`src/rtl/mp_cond_subtractor.sv`:
```
// Limb-serial multi-precision conditional subtractor.
// Loads A and B least significant limb first, accumulating A - B with a
// rippling borrow, then emits R = (A >= B) ? A - B : A one limb per beat.
// Optional feature macro: MPSUB_UNCOND_EN adds an uncond input that forces
// the A - B result regardless of the final borrow.
//
// state | meaning
// LOAD  | accepting limb pairs, building d_mem/a_mem and the borrow chain
// EMIT  | presenting result limbs, advancing on each out_valid & out_ready

module mp_cond_subtractor #(
  parameter int LIMB_W    = 48,
  parameter int NUM_LIMBS = 22
) (
  input  logic              clk,
  input  logic              rst,
  input  logic              in_valid,
  output logic              in_ready,
  input  logic [LIMB_W-1:0] a_limb,
  input  logic [LIMB_W-1:0] b_limb,
  output logic              out_valid,
  input  logic              out_ready,
  output logic [LIMB_W-1:0] out_limb,
  output logic              out_last,
`ifdef MPSUB_UNCOND_EN
  input  logic              uncond,
`endif
  output logic              a_ge_b
);

  localparam int KW = (NUM_LIMBS > 1) ? $clog2(NUM_LIMBS) : 1;
  localparam logic [KW-1:0] K_LAST = KW'(NUM_LIMBS - 1);

  typedef enum logic {LOAD, EMIT} state_t;

  state_t            state;
  logic [KW-1:0]     k;
  logic              borrow;
  logic              sel_a;
  logic [LIMB_W-1:0] a_mem [NUM_LIMBS];
  logic [LIMB_W-1:0] d_mem [NUM_LIMBS];
  logic [LIMB_W:0]   diff;
  logic              in_beat;
  logic              out_beat;
  logic              uncond_eff;

  assign in_beat  = in_valid & in_ready;
  assign out_beat = out_valid & out_ready;

  // One limb of the running subtraction; bit LIMB_W is the outgoing borrow.
  assign diff = {1'b0, a_limb} - {1'b0, b_limb} - {{LIMB_W{1'b0}}, borrow};

`ifdef MPSUB_UNCOND_EN
  logic uncond_q;
  // For a single-limb job the k = 0 beat is also the last one, so use the live input there.
  assign uncond_eff = (k == '0) ? uncond : uncond_q;
`else
  assign uncond_eff = 1'b0;
`endif

  // Capture each accepted limb of A and the matching partial difference.
  // Contents need no reset: they are only read after a full LOAD.
  always_ff @(posedge clk) begin
    if (in_beat) begin
      a_mem[k] <= a_limb;
      d_mem[k] <= diff[LIMB_W-1:0];
    end
  end

  // Sequencing FSM with registered handshake and comparison outputs.
  always_ff @(posedge clk or posedge rst) begin
    if (rst) begin
      state     <= LOAD;
      k         <= '0;
      borrow    <= 1'b0;
      sel_a     <= 1'b0;
      a_ge_b    <= 1'b0;
      in_ready  <= 1'b1;
      out_valid <= 1'b0;
`ifdef MPSUB_UNCOND_EN
      uncond_q  <= 1'b0;
`endif
    end else begin
      case (state)
        LOAD: begin
          if (in_beat) begin
            borrow <= diff[LIMB_W];
`ifdef MPSUB_UNCOND_EN
            if (k == '0) uncond_q <= uncond;
`endif
            if (k == K_LAST) begin
              sel_a     <= diff[LIMB_W] & ~uncond_eff;
              a_ge_b    <= ~diff[LIMB_W];
              k         <= '0;
              state     <= EMIT;
              in_ready  <= 1'b0;
              out_valid <= 1'b1;
            end else begin
              k <= k + KW'(1);
            end
          end
        end
        EMIT: begin
          if (out_beat) begin
            if (k == K_LAST) begin
              state     <= LOAD;
              k         <= '0;
              borrow    <= 1'b0;
              in_ready  <= 1'b1;
              out_valid <= 1'b0;
            end else begin
              k <= k + KW'(1);
            end
          end
        end
        default: state <= LOAD;
      endcase
    end
  end

  // Result limb is a plain mux of stored registers; zero when idle.
  assign out_limb = !out_valid ? '0 : (sel_a ? a_mem[k] : d_mem[k]);
  assign out_last = out_valid & (k == K_LAST);

endmodule

```
`config.mk`:
```
export PLATFORM = sky130hd
export DESIGN_NAME = mp_cond_subtractor
export DESIGN_NICKNAME = d
export VERILOG_FILES = /design/src/rtl/mp_cond_subtractor.sv
export SDC_FILE = /design/constraint.sdc
export NUM_CORES = 2
export LEC_CHECK = 0
export ABC_AREA = 0
export CORE_MARGIN = 3
export CORE_UTILIZATION = 56
export CTS_CLUSTER_DIAMETER = 120
export DETAILED_ROUTE_END_ITERATION = 8
export PLACE_DENSITY = 0.83
export SLEW_MARGIN = 20
export SYNTH_ARGS = -nofsm -noshare
export SYNTH_HDL_FRONTEND = slang
export SYNTH_SLANG_ARGS = --single-unit
```
`constraint.sdc`:
```
create_clock -name clk -period 6.3 [get_ports clk]
set_clock_uncertainty 0.05 [all_clocks]
set_input_delay 0.63 -clock clk [delete_from_list [all_inputs] [get_ports clk]]
set_output_delay 0.63 -clock clk [all_outputs]
set_load 0.05 [all_outputs]
```
==> impl_results.md <==
- Fin nets: 4808
- Initial Util: 56.6%
- Port Buf Inserts: 151
- HPWL Detailed: 124000 µm
- Mapped Cells: 4295
- Crit path DAT: 5.02 ns
- Row count: 142
- Final core utilization: 64.2%
- Sink Count: 2123
- Outcome: complete, no violations
- Largest net degree at the start of global routing: 118
- Mean Syn Cell Area: 19.8 µm²
- GRT Overall Usage: 29.6%
- Worst Path Required: 5.62 ns
- Crit-path max FO: 43
- Synth cell types: 65
- Ys Warns: 0
- Initial DRT Pass Iterations: 6
- Num CTS Buffers: 194
- Clock tree buffer depth: 3
- DR vias/cell: 6.82
- Hold Slack: 0.120 ns
- CP Cell Sequence: and2_2, buf_4, a21oi_1, o2111ai_1, and3_1, clkdlybuf4s50_1
- DRT iter0 DRCs: 6860
- FF/Latch Area: 0.0637 mm²
- Die X: 396 µm
- Power per cell area: 302 mW/mm²
- Worst slew margin: 21.9%
- First-pass GRT wire length: 331000 µm
- Total number of H-tree levels: 4
- Leak pwr: 32.1 nW
- Critical path's slowest cell: clkdlybuf4s50_1
- Vias in the first global route: 46782
- Initial antenna violation count: 17
- Post-Syn Area: 0.0851 mm²
- Synthesis-to-layout area growth: 13.5%
- GRT overflow: 0
- Fin crit period: 5.70 ns
- CTS tree: done
- Final Non-Filler Cells: 6792
- Top FF cell, synth: edfxtp_1
- Asr flop ratio synth: 0.518%
- Tot Pwr: 29.1 mW
- Design area: 0.0966 mm²
- Placed inst area: 0.0904 mm²
- Clock Latency Late Sink: 0.83 ns
- Dpl ws: 0.0992 ns
- Syn Nets: 4495
- Crit path capture type: output port
- Antenna Violating Nets Remaining: 0
- Routed wire length: 230000 µm
- DR WL/cell: 33.9 µm
- Fill count: 9416
- Sequential share of the synthesized area: 74.9%
- I/O pin cnt: 152
- Placer Congestion: 0.929
- Clock Pin Slew Worst Setup and Hold Paths: 0.06 ns
- Cells after DPL: 6426
- Final total negative setup slack: 0 ns
- CTS root buf: clkbuf_16
- Multi-input logic area: 0.0201 mm²
- Ratio of cells with drive above 1 in the final layout: 21.2%
- Crit path launch type: register
- Peak supply drop: 0.000282 V
- Max-cap violations: 0
- Resize count post-CTS: 0
- Worst-Margin Slew: 1.17 ns
- Kind of critical path: register to output port
- Final Max Tran Viols: 0
- Number of synthesized flops with an enable pin: 2112
- Die height: 396 µm
- Setup Buffers After CTS: 0
- Hold Crit Class: input pin to asynchronous set/reset pin
- #FFs+latches synth: 2123
- Vias post-DR: 46341
- Final hold vios: 0
- RSZ-0062 raised after global routing: false
- Core area: 0.150 mm²
- Drt drc: 0
- Setup ws final: 0.600 ns
- Fmax: 175 MHz
- Final worst-path cycle share: 90.5%
- Setup violations, final: 0
- DIE AREA: 0.157 mm²
- Hold_buf cts: 0
- Slowest cell delay on critical path: 0.86 ns
flip-flops by register name, summed over array words and instances, names as in the netlist:
register   flops
a_mem       1056
d_mem       1056
a_ge_b         1
state          1
in_ready       1
k              5
out_valid      1
sel_a          1
borrow         1
per-layer routing:
layer,wire length (µm),part of all wire [%],track usage [%]
met4,10600,4.6,12.7
met1,77700,34,40.2
met2,107000,47,44.9
met5,83,0.036,0
met3,34600,15,9.27
critical path, delay by kind of cell, from the launching register on:
kind	cells	cell delay [ns]
buffers and inverters	2	1.70
AOI/OAI and AO/OA	2	0.88
DFF	1	0.81
and+or+nand+nor	2	0.73
cells by family after synthesis:
family,share of synthesized area (%)
buffers and inverters,1.84
AOI/OAI and AO/OA,3.90
and+or+nand+nor,2.42
DFF,74.9
xor gates and xnor gates,0.494
adders and majority gates,1.49
muxes,15.0
final cells by class:
class	count	area share, %
well taps	2016	2.61
diodes	8	0.0207
clock inverters	99	0.908
clock buffers	257	5.36
multi-input cells	1780	20.8
repair buffers	357	3.75
inverters	152	0.591
flip-flops and latches	2123	66.0
placed cells by master (no fill, tap or decap), types with 8 or more instances in the layout:
master / synthesis / layout
a21o_1: 34 / 34
mux2i_1: 185 / 185
o2111ai_1: 48 / 48
diode_2: 0 / 8
edfxtp_1: 2112 / 2112
clkbuf_1: 136 / 58
mux2_2: 8 / 8
xor2_1: 24 / 18
nor3_1: 9 / 9
nor2_1: 186 / 164
buf_4: 2 / 163
inv_1: 152 / 152
and3_1: 59 / 59
bufinv_16: 0 / 13
clkbuf_16: 0 / 197
nand2_1: 131 / 131
mux4_2: 480 / 480
clkinv_2: 0 / 25
o211ai_1: 58 / 58
nor2_4: 0 / 22
buf_12: 0 / 40
ha_1: 98 / 98
clkdlybuf4s50_1: 0 / 151
xnor2_1: 24 / 23
nand2b_1: 16 / 16
o21ai_0: 75 / 75
nand4_1: 10 / 10
clkinv_1: 0 / 44
a221oi_1: 48 / 48
a31oi_1: 13 / 13
nand3_1: 18 / 18
a21oi_1: 176 / 176
final timing paths:
check                               from            end  cells past startpoint  slack (ns)
worst max-delay path                k[3]   out_limb[13]                      6        0.60
worst min-delay path                 rst           k[1]                      2        0.12
worst max register to register    borrow  d_mem[12][42]                     14        0.66
worst min register to register  in_ready       in_ready                      2        0.51
max in group asynchronous            rst           k[2]                      2        5.71
min in group clk                in_ready       in_ready                      2        0.51
power breakdown:
part | internal (mW) | total (mW) | leakage (nW) | switching (mW)
clock | 6.31 | 11.4 | 2.94 | 5.09
sequential | 16.2 | 16.2 | 19.1 | 0
combinational | 0.412 | 1.55 | 10.0 | 1.14
total | 22.9 | 29.1 | 32.1 | 6.23
synthesized netlist by cell type (5+ instances only):
master     count  area share (%)
and3_1        59            0.43
nor2_1       186            0.82
o211ai_1      58            0.51
o2111ai_1     48            0.49
nand3_1       18            0.11
nand2b_1      16            0.12
mux2_2         8            0.11
inv_1        152            0.67
xor2_1        24            0.25
nand4_1       10           0.074
nand2_1      131            0.58
buf_2         69            0.41
ha_1          98             1.4
and2_1         5           0.037
a31oi_1       13           0.096
o21a_1         7           0.062
nor2b_1        7           0.051
a21o_1        34            0.30
mux4_2       480              13
a22oi_1        7           0.062
dfrtp_1       10            0.29
nor3_1         9           0.053
a21oi_1      176             1.0
buf_1         33            0.15
clkbuf_1     136            0.60
edfxtp_1    2112              75
a221oi_1      48            0.49
mux2i_1      185             2.2
xnor2_1       24            0.25
o21ai_0       75            0.44
(Power assumes the default switching activity.)
==> RTL change (config.mk and constraints unchanged) <==
The option `MPSUB_UNCOND_EN` is turned on by a define.
--- a/src/rtl/mp_cond_subtractor.sv
+++ b/src/rtl/mp_cond_subtractor.sv
@@ -8,4 +8,6 @@
 // LOAD  | accepting limb pairs, building d_mem/a_mem and the borrow chain
 // EMIT  | presenting result limbs, advancing on each out_valid & out_ready
+
+`define MPSUB_UNCOND_EN
 
 module mp_cond_subtractor #(
Ports: changed (added uncond); port bits go from 152 to 153. The function was not compared with the original's and may differ.
==> RTL change against the original RTL <==
Maximum frequency fell by 2.2%. Area after synthesis up 0.39%. Cell area up 0.11%. Non-clock buffer count shrank 16. Power grew 0.16%. Die area increased by 0.38%. Worst setup slack lost 0.13 ns. Sequential cell count rose by 1. Sequential share of layout area about the same. Routed wire length rose by 2.1%.
==> RTL change: results (changes against the original RTL) <==
GRT
The global-route wire length before repair is 337 mm (+1.8%). The number of global-route vias before repair is 48113 (+2.8%). The combined global-route utilization of all metal layers was 30.0% (+0.40 points). The pin count of the biggest net entering global routing came to 132 (+12%).

The met2 demand-to-capacity share in global routing is 45.5% (+0.54 points). The met1 track demand over resource is 41.0% (+0.80 points). The met3 track demand over resource is 9.43% (+0.16 points).

Outcome
The run finished with clean final reports.

Placement
The sum of net half-perimeters after detailed placement is 121 mm (-2.4%). The final weighted congestion in routability-driven placement came to 0.955 (+2.8%). The minimum setup slack after placement is 0.548 ns (+0.449 ns). The count of input and output buffers is 152 (+0.66%).

Detailed routing
The first-iteration detailed-routing DRC count is 8267 (+21%). The total routed wire length on the met1 layer is 77.7 mm (about the same). The met2 wire length was 109 mm (+1.3%). The routed via count is 47317 (+2.1%). The routed length per placed instance was 34.3 um (+1.3%). The number of iterations in the first detailed-routing pass is 8 (+2).

Setup path
The worst endpoint data arrival time was 5.15 ns (+0.13 ns). The maximum single-stage delay on the critical path is 1.16 ns (+0.30 ns). The highest net fanout along the worst path is 40 (-7.0%).

The setup slack of the worst register-to-register path is 0.70 ns (+0.04 ns). The slowest cell on the critical path is dfrtp_4.

Synthesis
Ranked by instance count, the synthesized netlist is headed by edfxtp_1, mux4_2, nor2_1. The arithmetic-cell share of the synthesized area counting full adders, half adders and majority gates was 1.48% (-0.0058 points). The fraction of registers with async set/reset is 0.565% (+0.047 points). Sorting the synthesized cells by area gives the leading types as edfxtp_1, mux4_2, mux2i_1. The share of the synthesized area in compound gates (AO/OA/AOI/OAI) is 3.98% (+0.077 points). The multiplexer share of the synthesized area is 15.0% (-0.016 points).

The fraction of synthesized cell area in xor and xnor cells is 0.410% (-0.084 points). The sequential-to-total area share from yosys stat is 74.6% (-0.26 points). The net count of the mapped netlist is 4575 (+1.8%). The post-synthesis cell type count came to 67 (+3.1%).

STA
The worst max-slew margin expressed relative to the limit came to 14.5% (-7.4 points). The maximum clock frequency is 172 MHz (-2.2%).

Cells and area
The fill cell total of the finished layout is 9448 (+0.34%). The share of cells above drive strength 1 is 20.8% (-0.47 points). The net total in the final layout came to 4863 (+1.1%).

Power and ir drop
The maximum vdd ir drop was 0.257 mV (-9.0%). The leakage component of the power was 31.5 nW (-2.0%).

Clocking
The post-CTS setup buffer count is 0 (unchanged). The TritonCTS buffer count came to 192 (-1.0%). For the worst-skew pair, the clock arrives at the later sink with an insertion delay of 0.82 ns.
[RTL change: changes by cell type in the layout (fill, tap and decap cells not counted), moves of 9 or more]
cell      before  now
nand2_1      131  152
buf_4        163  154
clkinv_2      25   35
o21ai_0       75   88
a21oi_1      176  195
a31oi_1       13    3
nor2_1       164  184
nand2b_1      16    5
[RTL change: through the flow]
step,std cells,setup TNS (ns),area [um2],utilization (%),hold WS [ns]
after floorplan,4374,-158.06,85400,-,0.429
after global placement,6483,0,90600,60.1,0.438
after detailed placement,6483,0,90600,60.2,0.448
after CTS,6839,0,96600,64.1,0.108
after global routing,6841,0,96700,64.2,0.191
final,6848,0,96700,64.2,0.164
[RTL change: worst paths after layout]
kind,startpoint,to,cells after the start
setup / recovery,k[0],out_limb[30],9
hold / removal,rst,state,2
max in group asynchronous,rst,k[1],2
min in group clk,uncond,uncond_q,2
hold reg to reg,uncond_q,uncond_q,1
setup reg to reg,borrow,d_mem[15][38],13
[RTL change: area by class of cell]
| cell class | instances | share of cell area [%] |
|---|---|---|
| Clock inverter | 101 | 0.823 |
| Clock buffer | 255 | 5.37 |
| Inverter | 153 | 0.594 |
| Tap cell | 2016 | 2.61 |
| Antenna cell | 8 | 0.0207 |
| Sequential cell | 2124 | 65.9 |
| Multi-Input combinational cell | 1850 | 21.1 |
| Timing Repair Buffer | 341 | 3.57 |
[RTL change: report_power, final]
part | switching, W | internal (W) | total, W
sequential | 0 | 0.0162 | 0.0162
combinational | 0.00124 | 0.000438 | 0.00167
clock | 0.00514 | 0.00617 | 0.0113
total | 0.00637 | 0.0228 | 0.0292
